### config.mk
export PLATFORM = sky130hd
export DESIGN_NAME = ssp_ctx_engine_flat
export DESIGN_NICKNAME = d
export VERILOG_FILES = /design/src/rtl/ssp_ctx_engine_pkg.sv /design/src/rtl/ssp_ctx_engine_if.sv /design/src/rtl/ssp_ctx_addr.sv /design/src/rtl/ssp_dffe.sv /design/src/rtl/ssp_ctx_engine.sv /design/src/flat_wrapper.sv
export SDC_FILE = /design/constraint.sdc
export NUM_CORES = 1
export LEC_CHECK = 0
export BUFFER_PORTS_ARGS = -buffer_cell sky130_fd_sc_hd__buf_2
export CAP_MARGIN = 20
export CELL_PAD_IN_SITES_DETAIL_PLACEMENT = 0
export CELL_PAD_IN_SITES_GLOBAL_PLACEMENT = 1
export CORE_AREA = 2 2 175 177
export DETAILED_ROUTE_END_ITERATION = 8
export DIE_AREA = 0 0 177 179
export GPL_TIMING_DRIVEN = 0
export PLACE_DENSITY_LB_ADDON = 0.1
export REMOVE_ABC_BUFFERS = 1
export SYNTH_ARGS = -nofsm -noshare
export SYNTH_HDL_FRONTEND = slang
export SYNTH_SLANG_ARGS = --single-unit
### constraint.sdc
create_clock -name clk -period 19.17 [get_ports clk]
set_clock_uncertainty 0.1 [all_clocks]
set_input_delay 2.8755 -clock clk [delete_from_list [all_inputs] [get_ports clk]]
set_output_delay 2.8755 -clock clk [all_outputs]
set_load 0.1 [all_outputs]
### src/rtl/ssp_ctx_engine_pkg.sv
// ssp_ctx_engine_pkg: shared states, stack geometry and constants for the context engine
package ssp_ctx_engine_pkg;
  typedef enum logic [2:0] {IDLE, RDSSP, PUSH, POP, WB, ERR} state_e;
  typedef enum logic {MODE_PUSH, MODE_POP} mode_e;
  localparam int STACK_WORDS = 3;
  localparam int STACK_BYTES = 12;
  localparam int WORD_STRIDE = 4;
  localparam logic [31:0] UNKNOW = 32'h0;
endpackage

### src/rtl/ssp_ctx_engine_if.sv
// ssp_ctx_engine_if: CP0, SSP-unit and data-memory signals of the context engine
interface ssp_ctx_engine_if #(parameter int DW = 32);
  logic exc_req, eret_req;
  logic [DW-1:0] exc_epc, exc_status, exc_cause;
  logic ssp_re, ssp_we;
  logic [DW-1:0] ssp_rdata, ssp_wdata;
  logic mem_req, mem_we, mem_ack;
  logic [DW-1:0] mem_addr, mem_wdata, mem_rdata;
  logic busy, done, err;
  logic [DW-1:0] rst_epc, rst_status, rst_cause;
  modport slave (
    input exc_req, eret_req, exc_epc, exc_status, exc_cause, ssp_rdata, mem_ack, mem_rdata,
    output ssp_re, ssp_we, ssp_wdata, mem_req, mem_we, mem_addr, mem_wdata,
    output busy, done, err, rst_epc, rst_status, rst_cause
  );
  modport master (
    output exc_req, eret_req, exc_epc, exc_status, exc_cause, ssp_rdata, mem_ack, mem_rdata,
    input ssp_re, ssp_we, ssp_wdata, mem_req, mem_we, mem_addr, mem_wdata,
    input busy, done, err, rst_epc, rst_status, rst_cause
  );
endinterface

### src/rtl/ssp_ctx_addr.sv
// ssp_ctx_addr: stack word address and write-back SSP value for push/pop
module ssp_ctx_addr
  import ssp_ctx_engine_pkg::*;
#(parameter int DW = 32) (
  input  logic [DW-1:0] base,
  input  logic [1:0]    k,
  input  mode_e         mode,
  output logic [DW-1:0] addr,
  output logic [DW-1:0] ssp_next
);
  logic pop;
  logic [1:0] idx;
  logic [DW-1:0] off;
  always_comb begin
    pop = mode == MODE_POP;
    idx = pop ? k : k + 2'd1;
    off = DW'(idx) * DW'(WORD_STRIDE);
    addr = pop ? base + off : base - off;
    ssp_next = pop ? base + DW'(STACK_BYTES) : base - DW'(STACK_BYTES);
  end
endmodule

### src/rtl/ssp_dffe.sv
// ssp_dffe: enabled register with asynchronous active-high clear
module ssp_dffe #(parameter int W = 32) (
  input  logic         clk,
  input  logic         rst,
  input  logic         en,
  input  logic [W-1:0] d,
  output logic [W-1:0] q
);
  always_ff @(posedge clk or posedge rst)
    if (rst) q <= '0;
    else if (en) q <= d;
endmodule

### src/rtl/ssp_ctx_engine.sv
// ssp_ctx_engine: pushes/pops EPC, Status, Cause on the system stack and updates the SSP.
// Optional SSP alignment fault via SSP_ALIGN_CHECK_EN.
module ssp_ctx_engine
  import ssp_ctx_engine_pkg::*;
#(parameter int DW = 32) (
  input logic clk,
  input logic rst,
  ssp_ctx_engine_if.slave bus
);
  state_e state_q, state_d;
  mode_e mode_q, mode_d;
  logic [1:0] k_q, k_d;
  logic [DW-1:0] base_q, epc_q, status_q, cause_q, addr, ssp_next;
  logic mem_ph, last, misalign, rd_ack, cap_ctx;
  always_ff @(posedge clk or posedge rst)
    if (rst) begin
      state_q <= IDLE;
      mode_q <= MODE_PUSH;
      k_q <= '0;
    end else begin
      state_q <= state_d;
      mode_q <= mode_d;
      k_q <= k_d;
    end
`ifdef SSP_ALIGN_CHECK_EN
  assign misalign = |bus.ssp_rdata[1:0];
  assign bus.err = state_q == ERR;
`else
  assign misalign = 1'b0;
  assign bus.err = 1'b0;
`endif
  assign last = k_q == 2'(STACK_WORDS - 1);
  always_comb begin
    state_d = state_q;
    mode_d = mode_q;
    k_d = k_q;
    case (state_q)
      IDLE: if (bus.exc_req || bus.eret_req) begin
        state_d = RDSSP;
        mode_d = bus.exc_req ? MODE_PUSH : MODE_POP;
        k_d = '0;
      end
      RDSSP: state_d = misalign ? ERR : mode_q == MODE_POP ? POP : PUSH;
      PUSH, POP: if (bus.mem_ack) begin
        k_d = last ? 2'd0 : k_q + 2'd1;
        state_d = last ? WB : state_q;
      end
      default: state_d = IDLE;
    endcase
  end
  ssp_ctx_addr #(.DW(DW)) u_addr (.base(base_q), .k(k_q), .mode(mode_q), .addr(addr), .ssp_next(ssp_next));
  assign cap_ctx = state_q == IDLE && bus.exc_req;
  assign rd_ack = state_q == POP && bus.mem_ack;
  ssp_dffe #(.W(DW)) u_base (.clk(clk), .rst(rst), .en(state_q == RDSSP), .d(bus.ssp_rdata), .q(base_q));
  ssp_dffe #(.W(DW)) u_epc (.clk(clk), .rst(rst), .en(cap_ctx), .d(bus.exc_epc), .q(epc_q));
  ssp_dffe #(.W(DW)) u_status (.clk(clk), .rst(rst), .en(cap_ctx), .d(bus.exc_status), .q(status_q));
  ssp_dffe #(.W(DW)) u_cause (.clk(clk), .rst(rst), .en(cap_ctx), .d(bus.exc_cause), .q(cause_q));
  // pop reads come back Cause, Status, EPC
  ssp_dffe #(.W(DW)) u_rcause (.clk(clk), .rst(rst), .en(rd_ack && k_q == 2'd0), .d(bus.mem_rdata), .q(bus.rst_cause));
  ssp_dffe #(.W(DW)) u_rstatus (.clk(clk), .rst(rst), .en(rd_ack && k_q == 2'd1), .d(bus.mem_rdata), .q(bus.rst_status));
  ssp_dffe #(.W(DW)) u_repc (.clk(clk), .rst(rst), .en(rd_ack && k_q == 2'd2), .d(bus.mem_rdata), .q(bus.rst_epc));
  assign mem_ph = state_q == PUSH || state_q == POP;
  assign bus.mem_req = mem_ph;
  assign bus.mem_we = state_q == PUSH;
  assign bus.mem_addr = mem_ph ? addr : DW'(UNKNOW);
  assign bus.mem_wdata = state_q != PUSH ? DW'(UNKNOW) :
                         k_q == 2'd0 ? epc_q : k_q == 2'd1 ? status_q : k_q == 2'd2 ? cause_q : DW'(UNKNOW);
  assign bus.ssp_re = state_q == RDSSP;
  assign bus.ssp_we = state_q == WB;
  assign bus.ssp_wdata = state_q == WB ? ssp_next : DW'(UNKNOW);
  assign bus.done = state_q == WB;
  assign bus.busy = state_q != IDLE;
endmodule

### src/flat_wrapper.sv
// flat-port wrapper written by rule: the top's interface ports become plain ports
module ssp_ctx_engine_flat import ssp_ctx_engine_pkg::*;
#(parameter int DW = 32)
  (clk, rst, bus_exc_req, bus_eret_req, bus_exc_epc, bus_exc_status, bus_exc_cause, bus_ssp_rdata, bus_mem_ack, bus_mem_rdata, bus_ssp_re, bus_ssp_we, bus_ssp_wdata, bus_mem_req, bus_mem_we, bus_mem_addr, bus_mem_wdata, bus_busy, bus_done, bus_err, bus_rst_epc, bus_rst_status, bus_rst_cause);
  ssp_ctx_engine_if #(.DW(DW)) bus_i ();
  input logic clk;
  input logic rst;
  input wire logic [$bits(bus_i.exc_req)-1:0] bus_exc_req;
  input wire logic [$bits(bus_i.eret_req)-1:0] bus_eret_req;
  input wire logic [$bits(bus_i.exc_epc)-1:0] bus_exc_epc;
  input wire logic [$bits(bus_i.exc_status)-1:0] bus_exc_status;
  input wire logic [$bits(bus_i.exc_cause)-1:0] bus_exc_cause;
  input wire logic [$bits(bus_i.ssp_rdata)-1:0] bus_ssp_rdata;
  input wire logic [$bits(bus_i.mem_ack)-1:0] bus_mem_ack;
  input wire logic [$bits(bus_i.mem_rdata)-1:0] bus_mem_rdata;
  output wire logic [$bits(bus_i.ssp_re)-1:0] bus_ssp_re;
  output wire logic [$bits(bus_i.ssp_we)-1:0] bus_ssp_we;
  output wire logic [$bits(bus_i.ssp_wdata)-1:0] bus_ssp_wdata;
  output wire logic [$bits(bus_i.mem_req)-1:0] bus_mem_req;
  output wire logic [$bits(bus_i.mem_we)-1:0] bus_mem_we;
  output wire logic [$bits(bus_i.mem_addr)-1:0] bus_mem_addr;
  output wire logic [$bits(bus_i.mem_wdata)-1:0] bus_mem_wdata;
  output wire logic [$bits(bus_i.busy)-1:0] bus_busy;
  output wire logic [$bits(bus_i.done)-1:0] bus_done;
  output wire logic [$bits(bus_i.err)-1:0] bus_err;
  output wire logic [$bits(bus_i.rst_epc)-1:0] bus_rst_epc;
  output wire logic [$bits(bus_i.rst_status)-1:0] bus_rst_status;
  output wire logic [$bits(bus_i.rst_cause)-1:0] bus_rst_cause;
  assign bus_i.exc_req = bus_exc_req;
  assign bus_i.eret_req = bus_eret_req;
  assign bus_i.exc_epc = bus_exc_epc;
  assign bus_i.exc_status = bus_exc_status;
  assign bus_i.exc_cause = bus_exc_cause;
  assign bus_i.ssp_rdata = bus_ssp_rdata;
  assign bus_i.mem_ack = bus_mem_ack;
  assign bus_i.mem_rdata = bus_mem_rdata;
  assign bus_ssp_re = bus_i.ssp_re;
  assign bus_ssp_we = bus_i.ssp_we;
  assign bus_ssp_wdata = bus_i.ssp_wdata;
  assign bus_mem_req = bus_i.mem_req;
  assign bus_mem_we = bus_i.mem_we;
  assign bus_mem_addr = bus_i.mem_addr;
  assign bus_mem_wdata = bus_i.mem_wdata;
  assign bus_busy = bus_i.busy;
  assign bus_done = bus_i.done;
  assign bus_err = bus_i.err;
  assign bus_rst_epc = bus_i.rst_epc;
  assign bus_rst_status = bus_i.rst_status;
  assign bus_rst_cause = bus_i.rst_cause;
  ssp_ctx_engine #(.DW(DW)) u_core (.clk(clk), .rst(rst), .bus(bus_i));
endmodule
==> results of run 1 <==
[final cells by class]
type,count,share of cell area [%]
Inverter,23,0.578
Clock inverter,11,0.994
Antenna cell,7,0.108
Timing Repair Buffer,377,13.2
Sequential cell,230,35.5
Tap cell,396,3.05
Multi-Input combinational cell,902,41.9
Clock buffer,38,4.73
[layout by cell type, fill, tap and decap left out, types with 5 or more instances in the layout]
cell type	netlist	final
buf_8	0	5
a211oi_1	10	10
a21oi_1	109	109
and2_1	8	7
clkbuf_1	44	6
nor2_1	158	156
dfrtp_1	230	230
a31oi_1	6	6
ha_1	61	58
o21ai_0	26	26
nor3_1	19	19
clkbuf_16	0	27
a21o_1	26	26
and3_1	11	11
clkinv_2	0	5
o21bai_1	7	7
clkbuf_8	0	5
mux2_2	224	224
o21a_1	9	9
xnor2_1	21	21
nand2_1	76	76
a41oi_1	5	5
inv_1	22	21
xor2_1	18	18
buf_2	14	362
nand4_1	10	10
diode_2	0	7
nand3_1	18	18
buf_16	0	8
nand2b_1	9	8
a22oi_1	5	5
[routing by layer]
layer	GRT usage, %	wire [um]	vias up	share of wire [%]
met4	6.10	860	12	2.4
met1	27.7	14800	5078	41
met5	0	74	-	0.20
li1	-	-	5029	-
met3	7.10	2890	62	8.0
met2	37.7	17500	254	48
[synthesized netlist by cell type (4+ instances only)]
| cell type | count |
|---|---|
| nand2_1 | 76 |
| nand2b_1 | 9 |
| a211oi_1 | 10 |
| a21oi_1 | 109 |
| dfrtp_1 | 230 |
| and2_1 | 8 |
| mux2i_1 | 4 |
| nand4_1 | 10 |
| o21a_1 | 9 |
| ha_1 | 61 |
| inv_1 | 22 |
| nor2_1 | 158 |
| and3_1 | 11 |
| a41oi_1 | 5 |
| nor3_1 | 19 |
| xnor2_1 | 21 |
| o21ai_0 | 26 |
| a31oi_1 | 6 |
| o21bai_1 | 7 |
| buf_2 | 14 |
| a22oi_1 | 5 |
| a21o_1 | 26 |
| xor2_1 | 18 |
| mux2_2 | 224 |
| a211oi_2 | 4 |
| nand3_1 | 18 |
| or3_1 | 4 |
| clkbuf_1 | 44 |
| nor2b_1 | 4 |
[flip-flops by register name, indices dropped and copies added (netlist names)]
signal and flops:
u_core.u_epc.q 32, u_core.k_q 2, u_core.u_cause.q 32, u_core.u_status.q 32, u_core.u_rstatus.q 32, u_core.u_repc.q 32, u_core.state_q 3, u_core.u_rcause.q 32
u_core.mode_q 1, u_core.u_base.q 32
[worst paths after layout]
check                      cells past startpoint                                 to
hold / removal                                 1    u_core.u_repc.q[26]$_DFFE_PP0P_
hold reg to reg                                1    u_core.u_repc.q[26]$_DFFE_PP0P_
max in group asynchronous                      4     u_core.u_epc.q[31]$_DFFE_PP0P_
setup / recovery                              15                   bus_mem_addr[28]
setup reg to reg                               6  u_core.u_rcause.q[25]$_DFFE_PP0P_
min in group asynchronous                      2   u_core.u_rcause.q[7]$_DFFE_PP0P_
[kinds of logic (layout without fill, tap and decap cells)]
logic type	after synthesis	in the layout	synth area share (%)
AND/OR/NAND/NOR	332	332	11.5
AO/OA/AOI/OAI	239	239	12.3
flip-flops	230	230	44.7
multiplexers	228	228	19.9
buffers and inverters	87	449	2.79
adder cells (fa/ha/maj)	63	63	6.23
XOR/XNOR	39	39	2.65
other	1	8	0.0291
[through the flow]
step                      hold WS, ns  instances
final                           0.397       1984
after global routing            0.415       1982
after CTS                       0.401       1977
after detailed placement        0.387       1928
after global placement          0.383       1913
after floorplan                 0.381       1155
[critical path, stage by stage, from the launching register on]
cell	delay, ns
dfrtp_1	0.41
inv_1	0.09
ha_2	0.31
mux2i_1	0.06
ha_1	0.22
nor2_2	0.54
ha_1	0.40
nor2b_4	0.15
o31a_1	0.29
o311ai_2	0.28
o211ai_2	0.23
a211oi_2	0.25
o21bai_1	0.15
a211oi_2	0.31
mux2i_1	0.21
buf_2	0.45
==> results.json, run 1 <==
{
  "worstSetupStartpointType": "flop",
  "drive_gt1_share_pct": 42.8,
  "synth_top_cell_area_share_pct": 44.7,
  "area_growth_pct": 26.0,
  "insertion_delay_ns": 0.52,
  "initialDrtViolationCount": 515,
  "regArea_sq_um": 5760,
  "finalHoldViolations": 0,
  "placed_cell_area_sq_um": 15300,
  "cp-startpoint": "u_core.k_q[0]$_DFFE_PP0P_",
  "post_drt_wl_per_cell_um": 18.2,
  "htreeDepth": 1,
  "start_util_pct": 42.9,
  "cts_tree": "done",
  "coreArea_sq_um": 30000,
  "crit_path_max_fanout": 12,
  "syn_area_sq_um": 12900,
  "utilization_pct": 54.1,
  "place_congestion": 0.832,
  "cts.clk_slew.worst_paths_ns": 0.06,
  "design_area_sq_um": 16200,
  "synth-edff-count": 0,
  "cts_resized": 0,
  "dieArea_sq_um": 31700,
  "ys_seq_area_share_pct": 44.7,
  "crit_arrival_ns": 4.89,
  "cts-root-buf": "clkbuf_16",
  "min-delay-start": "u_core.u_repc.q[26]$_DFFE_PP0P_",
  "fmaxAchievable_ghz": 0.127,
  "period_minus_slack_ns": 7.87,
  "grt-ovfl-total": 0,
  "cts_setup_buffers": 0,
  "cap_violations": 0,
  "setup_slack_ns": 11.30,
  "clk_path_buf_depth": 3,
  "required_ns": 16.19,
  "r2r_setup_slack_ns": 15.83,
  "filler_cell_count": 2810,
  "wl_um": 36200,
  "setup_viol_count_final": 0,
  "pre_cts_slack_ns": 11.78,
  "synth_area_leaders": "dfrtp_1 (45%), mux2_2 (20%), ha_1 (5.9%)",
  "die_w_um": 177,
  "worst_slew_pin_slew_ns": 1.04,
  "post-route-period-util_pct": 41.0,
  "postSynthAreaPerCell_sq_um": 10.6,
  "grt_use_total_pct": 22.4,
  "hold_class": "flop to flop",
  "grt_pass1_vias": 10471,
  "fin_tns_setup_ns": 0,
  "drc": 0,
  "via_per_inst": 5.26,
  "ctsHoldBuffers": 0,
  "antenna_found_initial": 12,
  "multi_input_area_sq_um": 6790,
  "path_class": "flop to output port",
  "synth_warnings": 0,
  "top_level_ports": 364,
  "reg2reg_from": "u_core.state_q[2]$_DFFE_PP0P_",
  "grt_pass1_wl_um": 56400,
  "chipHeight_um": 179,
  "rsz0062_at_grt": "false",
  "grt_max_degree": 105,
  "row_count": 64,
  "io_buffers": 362,
  "num_vias": 10435,
  "slew_violations": 0,
  "yosys_most_used_dff": "dfrtp_1",
  "clock-sinks": 230,
  "finalNetCount": 1789,
  "outcome": "finished clean",
  "synth_top_cell_by_area": "dfrtp_1",
  "cts_buffers": 27,
  "antenna_left": 0,
  "cp-end-kind": "output port",
  "dr.pass1.iters": 4,
  "relSlewSlack_pct": 30.6,
  "postSynthCellCount": 1219,
  "dpl.hpwl_um": 27200,
  "ys_ff_latch": 230,
  "synthDistinctLibCells": 68,
  "synth_async_sr_flop_share_pct": 100
}
Power of run 1 is left out: the tool's default activity adds up to more than one toggle a clock period on the data nets, which glitch-free logic cannot reach.
==> run 2: changes to the inputs <==
--- a/config.mk
+++ b/config.mk
@@ -9,9 +9,9 @@
 export CAP_MARGIN = 20
 export CELL_PAD_IN_SITES_DETAIL_PLACEMENT = 0
 export CELL_PAD_IN_SITES_GLOBAL_PLACEMENT = 1
-export CORE_AREA = 2 2 175 177
+export CORE_AREA = 2 2 190 192
 export DETAILED_ROUTE_END_ITERATION = 8
-export DIE_AREA = 0 0 177 179
+export DIE_AREA = 0 0 192 194
 export GPL_TIMING_DRIVEN = 0
 export PLACE_DENSITY_LB_ADDON = 0.1
 export REMOVE_ABC_BUFFERS = 1
==> constraint.sdc (replaced) <==
create_clock -name clk -period 6.55 [get_ports clk]
set_clock_uncertainty 0.1 [all_clocks]
set_input_delay 0.9825 -clock clk [delete_from_list [all_inputs] [get_ports clk]]
set_output_delay 0.9825 -clock clk [all_outputs]
set_load 0.1 [all_outputs]
==> results.json, run 2 (synthesis gave the netlist of run 1 again) <==
{
  "initialDrtViolationCount": 346,
  "post-route-period-util_pct": 91.2,
  "top_level_ports": 364,
  "num_vias": 10336,
  "grt_pass1_wl_um": 59000,
  "crit_arrival_ns": 4.89,
  "cts_tree": "done",
  "period_minus_slack_ns": 5.97,
  "slew_violations": 0,
  "antenna_found_initial": 19,
  "cts_buffers": 28,
  "grt_pass1_vias": 10609,
  "drc": 0,
  "layout_commonest_cell": "buf_2",
  "row_count": 69,
  "placed_cell_area_sq_um": 15300,
  "relSlewSlack_pct": 39.1,
  "wl_met2_um": 18300,
  "cts.clk_slew.worst_paths_ns": 0.06,
  "grt-ovfl-total": 0,
  "outcome": "finished clean",
  "antenna_left": 0,
  "clk_path_buf_depth": 3,
  "finalNetCount": 1790,
  "ctsHoldBuffers": 0,
  "io_buffers": 362,
  "rsz0062_at_grt": "false",
  "finalHoldViolations": 0,
  "crit_path_max_fanout": 11,
  "cap_violations": 0,
  "worst_slew_pin_slew_ns": 0.911,
  "hold_class": "flop to flop",
  "die_w_um": 192,
  "fmaxAchievable_ghz": 0.167,
  "r2r_setup_slack_ns": 2.86,
  "worstSetupStartpointType": "flop",
  "area_growth_pct": 26.0,
  "wl_met1_um": 15600,
  "setup_viol_count_final": 0,
  "htreeDepth": 1,
  "dieArea_sq_um": 37200,
  "grt_max_degree": 117,
  "cts_setup_buffers": 0,
  "cts_resized": 0,
  "place_congestion": 0.792,
  "path_class": "flop to output port",
  "dr.pass1.iters": 4,
  "clock-sinks": 230,
  "grt_use_total_pct": 20.1,
  "coreArea_sq_um": 35200,
  "filler_cell_count": 3499,
  "via_per_inst": 5.04,
  "cts-root-buf": "clkbuf_16",
  "insertion_delay_ns": 0.55,
  "routed.top_layer": "met5",
  "start_util_pct": 36.6,
  "layout_common_cells": "buf_2 (362), dfrtp_1 (230), mux2_2 (224), nor2_1 (156), a21oi_1 (109)",
  "wl_um": 37900,
  "post_drt_wl_per_cell_um": 18.5,
  "cp-end-kind": "output port",
  "dpl.hpwl_um": 27900,
  "design_area_sq_um": 16200,
  "chipHeight_um": 194,
  "met3_length_um": 3130,
  "required_ns": 5.47,
  "drive_gt1_share_pct": 42.8,
  "fin_tns_setup_ns": 0
}
## run 2: cell count changes in the layout (fill, tap and decap cells not counted), sizes merged
cell      delta
inv          +1
bufinv       -4
clkinvlp     +2
clkbuf       +2
diode        +1
## run 2: worst max-delay path, stage by stage, from the launching register on
cell      delay, ns
dfrtp_1        0.41
inv_1          0.09
ha_2           0.32
mux2i_1        0.06
ha_1           0.22
nor2_2         0.46
ha_1           0.38
nor2b_4        0.15
o31a_1         0.30
o311ai_2       0.30
o211ai_2       0.25
a211oi_2       0.26
o21bai_1       0.15
a211oi_2       0.29
mux2i_1        0.23
buf_2          0.46
## run 2: layout make-up
cell class                      count  area (sq um)  share of cell area, %
Inverter                           23          93.8                  0.578
Clock inverter                     10          65.1                  0.401
Tap cell                          461           577                   3.55
Timing Repair Buffer              377          2110                   13.0
Antenna cell                        8          20.0                  0.123
Clock buffer                       40           817                   5.03
Sequential cell                   230          5760                   35.5
Multi-Input combinational cell    902          6790                   41.9
## run 2: worst paths after layout
| path | startpoint | to | depth (start not counted) |
|---|---|---|---|
| max | u_core.k_q[1]$_DFFE_PP0P_ | bus_mem_addr[28] | 15 |
| min | u_core.u_repc.q[1]$_DFFE_PP0P_ | u_core.u_repc.q[1]$_DFFE_PP0P_ | 1 |
| max reg2reg | u_core.state_q[2]$_DFFE_PP0P_ | u_core.u_rstatus.q[25]$_DFFE_PP0P_ | 6 |
| min reg2reg | u_core.u_repc.q[1]$_DFFE_PP0P_ | u_core.u_repc.q[1]$_DFFE_PP0P_ | 1 |
| max in group asynchronous | rst | u_core.u_base.q[25]$_DFFE_PP0P_ | 3 |
| min in group asynchronous | rst | u_core.u_epc.q[8]$_DFFE_PP0P_ | 2 |
## run 2: layer usage
layer,global-route usage [%],up-vias
met1,24.2,4937
met4,4.78,22
met3,6.95,63
li1,-,5056
met2,34.3,258
met5,0,-
## run 2: per-stage QoR
step	std cells	utilization, %	worst slack (ns)	hold WS [ns]
after global routing	2049	46.1	0.240	0.416
after CTS	2043	46.0	0.472	0.401
after detailed placement	1993	43.5	1.10	0.386
after global placement	1978	42.6	-3.99	0.383
final	2051	46.1	0.576	0.397
after floorplan	1155	-	-0.837	0.381
Power of run 2 is left out for the same reason.
==> run 3: changes to the inputs <==
--- a/config.mk
+++ b/config.mk
@@ -9,12 +9,13 @@
 export CAP_MARGIN = 20
 export CELL_PAD_IN_SITES_DETAIL_PLACEMENT = 0
 export CELL_PAD_IN_SITES_GLOBAL_PLACEMENT = 1
-export CORE_AREA = 2 2 190 192
+export CORE_AREA = 2 2 195 197
 export DETAILED_ROUTE_END_ITERATION = 8
-export DIE_AREA = 0 0 192 194
+export DIE_AREA = 0 0 197 199
 export GPL_TIMING_DRIVEN = 0
 export PLACE_DENSITY_LB_ADDON = 0.1
 export REMOVE_ABC_BUFFERS = 1
 export SYNTH_ARGS = -nofsm -noshare
 export SYNTH_HDL_FRONTEND = slang
+export SYNTH_HIERARCHICAL = 1
 export SYNTH_SLANG_ARGS = --single-unit
==> results.json, run 3 <==
{
  "crit_arrival_ns": 5.06,
  "setup_viol_count_final": 0,
  "start_util_pct": 38.4,
  "grt-ovfl-total": 0,
  "rsz0062_at_grt": "false",
  "antenna_left": 0,
  "finalHoldViolations": 0,
  "layout_common_cells": "buf_2 (362), dfrtp_1 (228), mux2_4 (210), a21oi_1 (79), and2_1 (68)",
  "antenna_found_initial": 15,
  "synth_top_cell_by_area": "dfrtp_1",
  "area_growth_pct": 22.1,
  "synthDistinctLibCells": 70,
  "worstSetupStartpointType": "flop",
  "setup_slack_ns": 0.412,
  "cap_violations": 0,
  "use_met2_pct": 31.9,
  "layout_commonest_cell": "buf_2",
  "worst_slew_pin_slew_ns": 0.882,
  "pre_cts_slack_ns": 0.578,
  "ctsHoldBuffers": 0,
  "dpl.hpwl_um": 28900,
  "path_class": "flop to output port",
  "post-route-period-util_pct": 93.7,
  "grt_util_met1_pct": 27.3,
  "cts_tree": "done",
  "grt_use_total_pct": 20.2,
  "grt_max_degree": 50,
  "drc": 0,
  "synth_warnings": 6,
  "coreArea_sq_um": 37100,
  "netlist_top_cells_count": "dfrtp_1 (230), mux2_4 (210), a21oi_1 (79), and2_1 (69), nand2_1 (65)",
  "num_vias": 10125,
  "synth_area_leaders": "dfrtp_1 (40%), mux2_4 (22%), ha_1 (5.1%)",
  "dr.pass1.iters": 5,
  "slew_violations": 0,
  "synth.most_common_cell": "dfrtp_1",
  "synth_async_sr_flop_share_pct": 100,
  "fmaxAchievable_ghz": 0.163,
  "io_buffers": 362,
  "cts_buffers": 28,
  "syn_area_sq_um": 14200,
  "clk_path_buf_depth": 3,
  "insertion_delay_ns": 0.57,
  "cts-root-buf": "clkbuf_16",
  "row_count": 71,
  "postSynthAreaPerCell_sq_um": 12.3,
  "grt_pass1_vias": 10325,
  "post_drt_wl_per_cell_um": 19.9,
  "postSynthCellCount": 1161,
  "critical-path-top-delay-family": "compound AO/OA/AOI/OAI gates",
  "crit_path_max_fanout": 26,
  "critPathMostFrequentCell": "o21ai_0",
  "wl_um": 40100,
  "hold_class": "primary input to asynchronous set/reset pin",
  "path_buf_inv": 2,
  "via_per_inst": 5.02,
  "crit_chain": "buf_12 > xnor2_1 > ha_1 > mux2_2 > ha_1 > a21oi_1 > nor2_1 > o311a_1 > o21ai_0 > o21ai_0 > a31oi_1 > o21ai_0 > xnor2_1 > and2_1 > buf_2",
  "crit_path_max_incr_delay_ns": 0.64,
  "ys_ff_latch": 230,
  "dieArea_sq_um": 39200,
  "chipHeight_um": 199,
  "synth-edff-count": 0,
  "die_w_um": 197,
  "ys_seq_area_share_pct": 40.4,
  "yosys_most_used_dff": "dfrtp_1",
  "finalNetCount": 1742,
  "cp-end-kind": "output port",
  "htreeDepth": 1,
  "clock-sinks": 230,
  "grt_pass1_wl_um": 61700,
  "period_minus_slack_ns": 6.14,
  "place_congestion": 0.813,
  "relSlewSlack_pct": 41.1,
  "grt.busiest_layer": "met2",
  "worst_path_max_delay_cell": "dfrtp_4",
  "outcome": "finished clean",
  "cts.clk_slew.worst_paths_ns": 0.06,
  "drive_gt1_share_pct": 46.6,
  "grtUsageMet3_pct": 5.63,
  "top_level_ports": 364,
  "synth_top_cell_area_share_pct": 40.4,
  "initialDrtViolationCount": 468,
  "required_ns": 5.47
}
[run 3: changes by cell type in the layout (fill, tap and decap cells not counted), moves of 16 or more]
cell / previous run / this run
xnor2_1: 21 / 40
mux2_4: 0 / 210
buf_6: 0 / 16
a21oi_1: 109 / 79
mux2i_1: 4 / 32
or2_0: 0 / 20
nor2_1: 156 / 30
mux2_2: 224 / 15
and2_1: 7 / 68
[run 3: layout make-up]
type,instances,area (sq um)
Fill cell,3557,19700
Multi-Input combinational cell,837,7700
Sequential cell,230,5760
Timing Repair Buffer,391,2250
Clock buffer,37,795
Tap cell,474,593
Clock inverter,15,175
Inverter,29,109
Antenna cell,4,10.0
[run 3: final timing paths]
check                                                  startpoint                                  to  slack [ns]  depth (start not counted)
worst max-delay path                    u_core/k_q[1]$_DFFE_PP0P_                    bus_mem_addr[31]        0.41                         15
worst min-delay path                                          rst       u_core/state_q[1]$_DFFE_PP0P_        0.32                          2
worst max register to register      u_core/state_q[2]$_DFFE_PP0P_  u_core/u_rstatus/q[23]$_DFFE_PP0P_        3.26                          9
worst min register to register  u_core/u_rcause/q[16]$_DFFE_PP0P_   u_core/u_rcause/q[16]$_DFFE_PP0P_        0.40                          1
max in group asynchronous                                     rst     u_core/u_repc/q[17]$_DFFE_PP0P_        5.19                          2
min in group clk                u_core/u_rcause/q[16]$_DFFE_PP0P_   u_core/u_rcause/q[16]$_DFFE_PP0P_        0.40                          1
[run 3: worst register-to-register path, cell delays in order, from the launching register on]
cell	delay, ns
dfrtp_1	0.45
nand2b_2	0.22
inv_2	0.48
nand3_2	0.21
nor3b_2	0.67
buf_6	0.24
buf_8	0.16
buf_6	0.17
buf_6	0.15
mux2_4	0.31
[run 3: per-stage QoR]
stage                     area (sq um)  util, %  TNS (ns)  hold WS [ns]  cells
after detailed placement         16400     44.1         0         0.388   1959
after global placement           15900     42.9   -213.22         0.385   1932
after floorplan                  13500        -    -23.23         0.380   1096
after global routing             17400     46.8         0         0.324   2014
after CTS                        17300     46.7         0         0.299   2011
final                            17400     46.8         0         0.323   2017
[run 3: cell families after synthesis]
group	count (synthesis)	share of synthesized area, %
AND/OR/NAND/NOR	261	9.78
XOR/XNOR	55	3.38
flip-flops	230	40.4
AO/OA/AOI/OAI	203	9.58
multiplexers	257	25.6
other	1	0.0263
adder cells (fa/ha/maj)	60	5.38
buffers and inverters	94	5.88
[run 3: what timing repair did]
item,in CTS,in global routing
resized for setup,1,2
pin swaps,0,0
hold endpoints to repair,0,0
setup endpoints to repair,2,7
setup buffers,0,1
[run 3: routing by layer]
layer / routed length (um) / vias to the layer above
met3: 2650 / 69
li1: - / 4830
met1: 18500 / 4942
met4: 835 / 22
met2: 18000 / 262
met5: 120 / -
Power of run 3 is left out for the same reason.
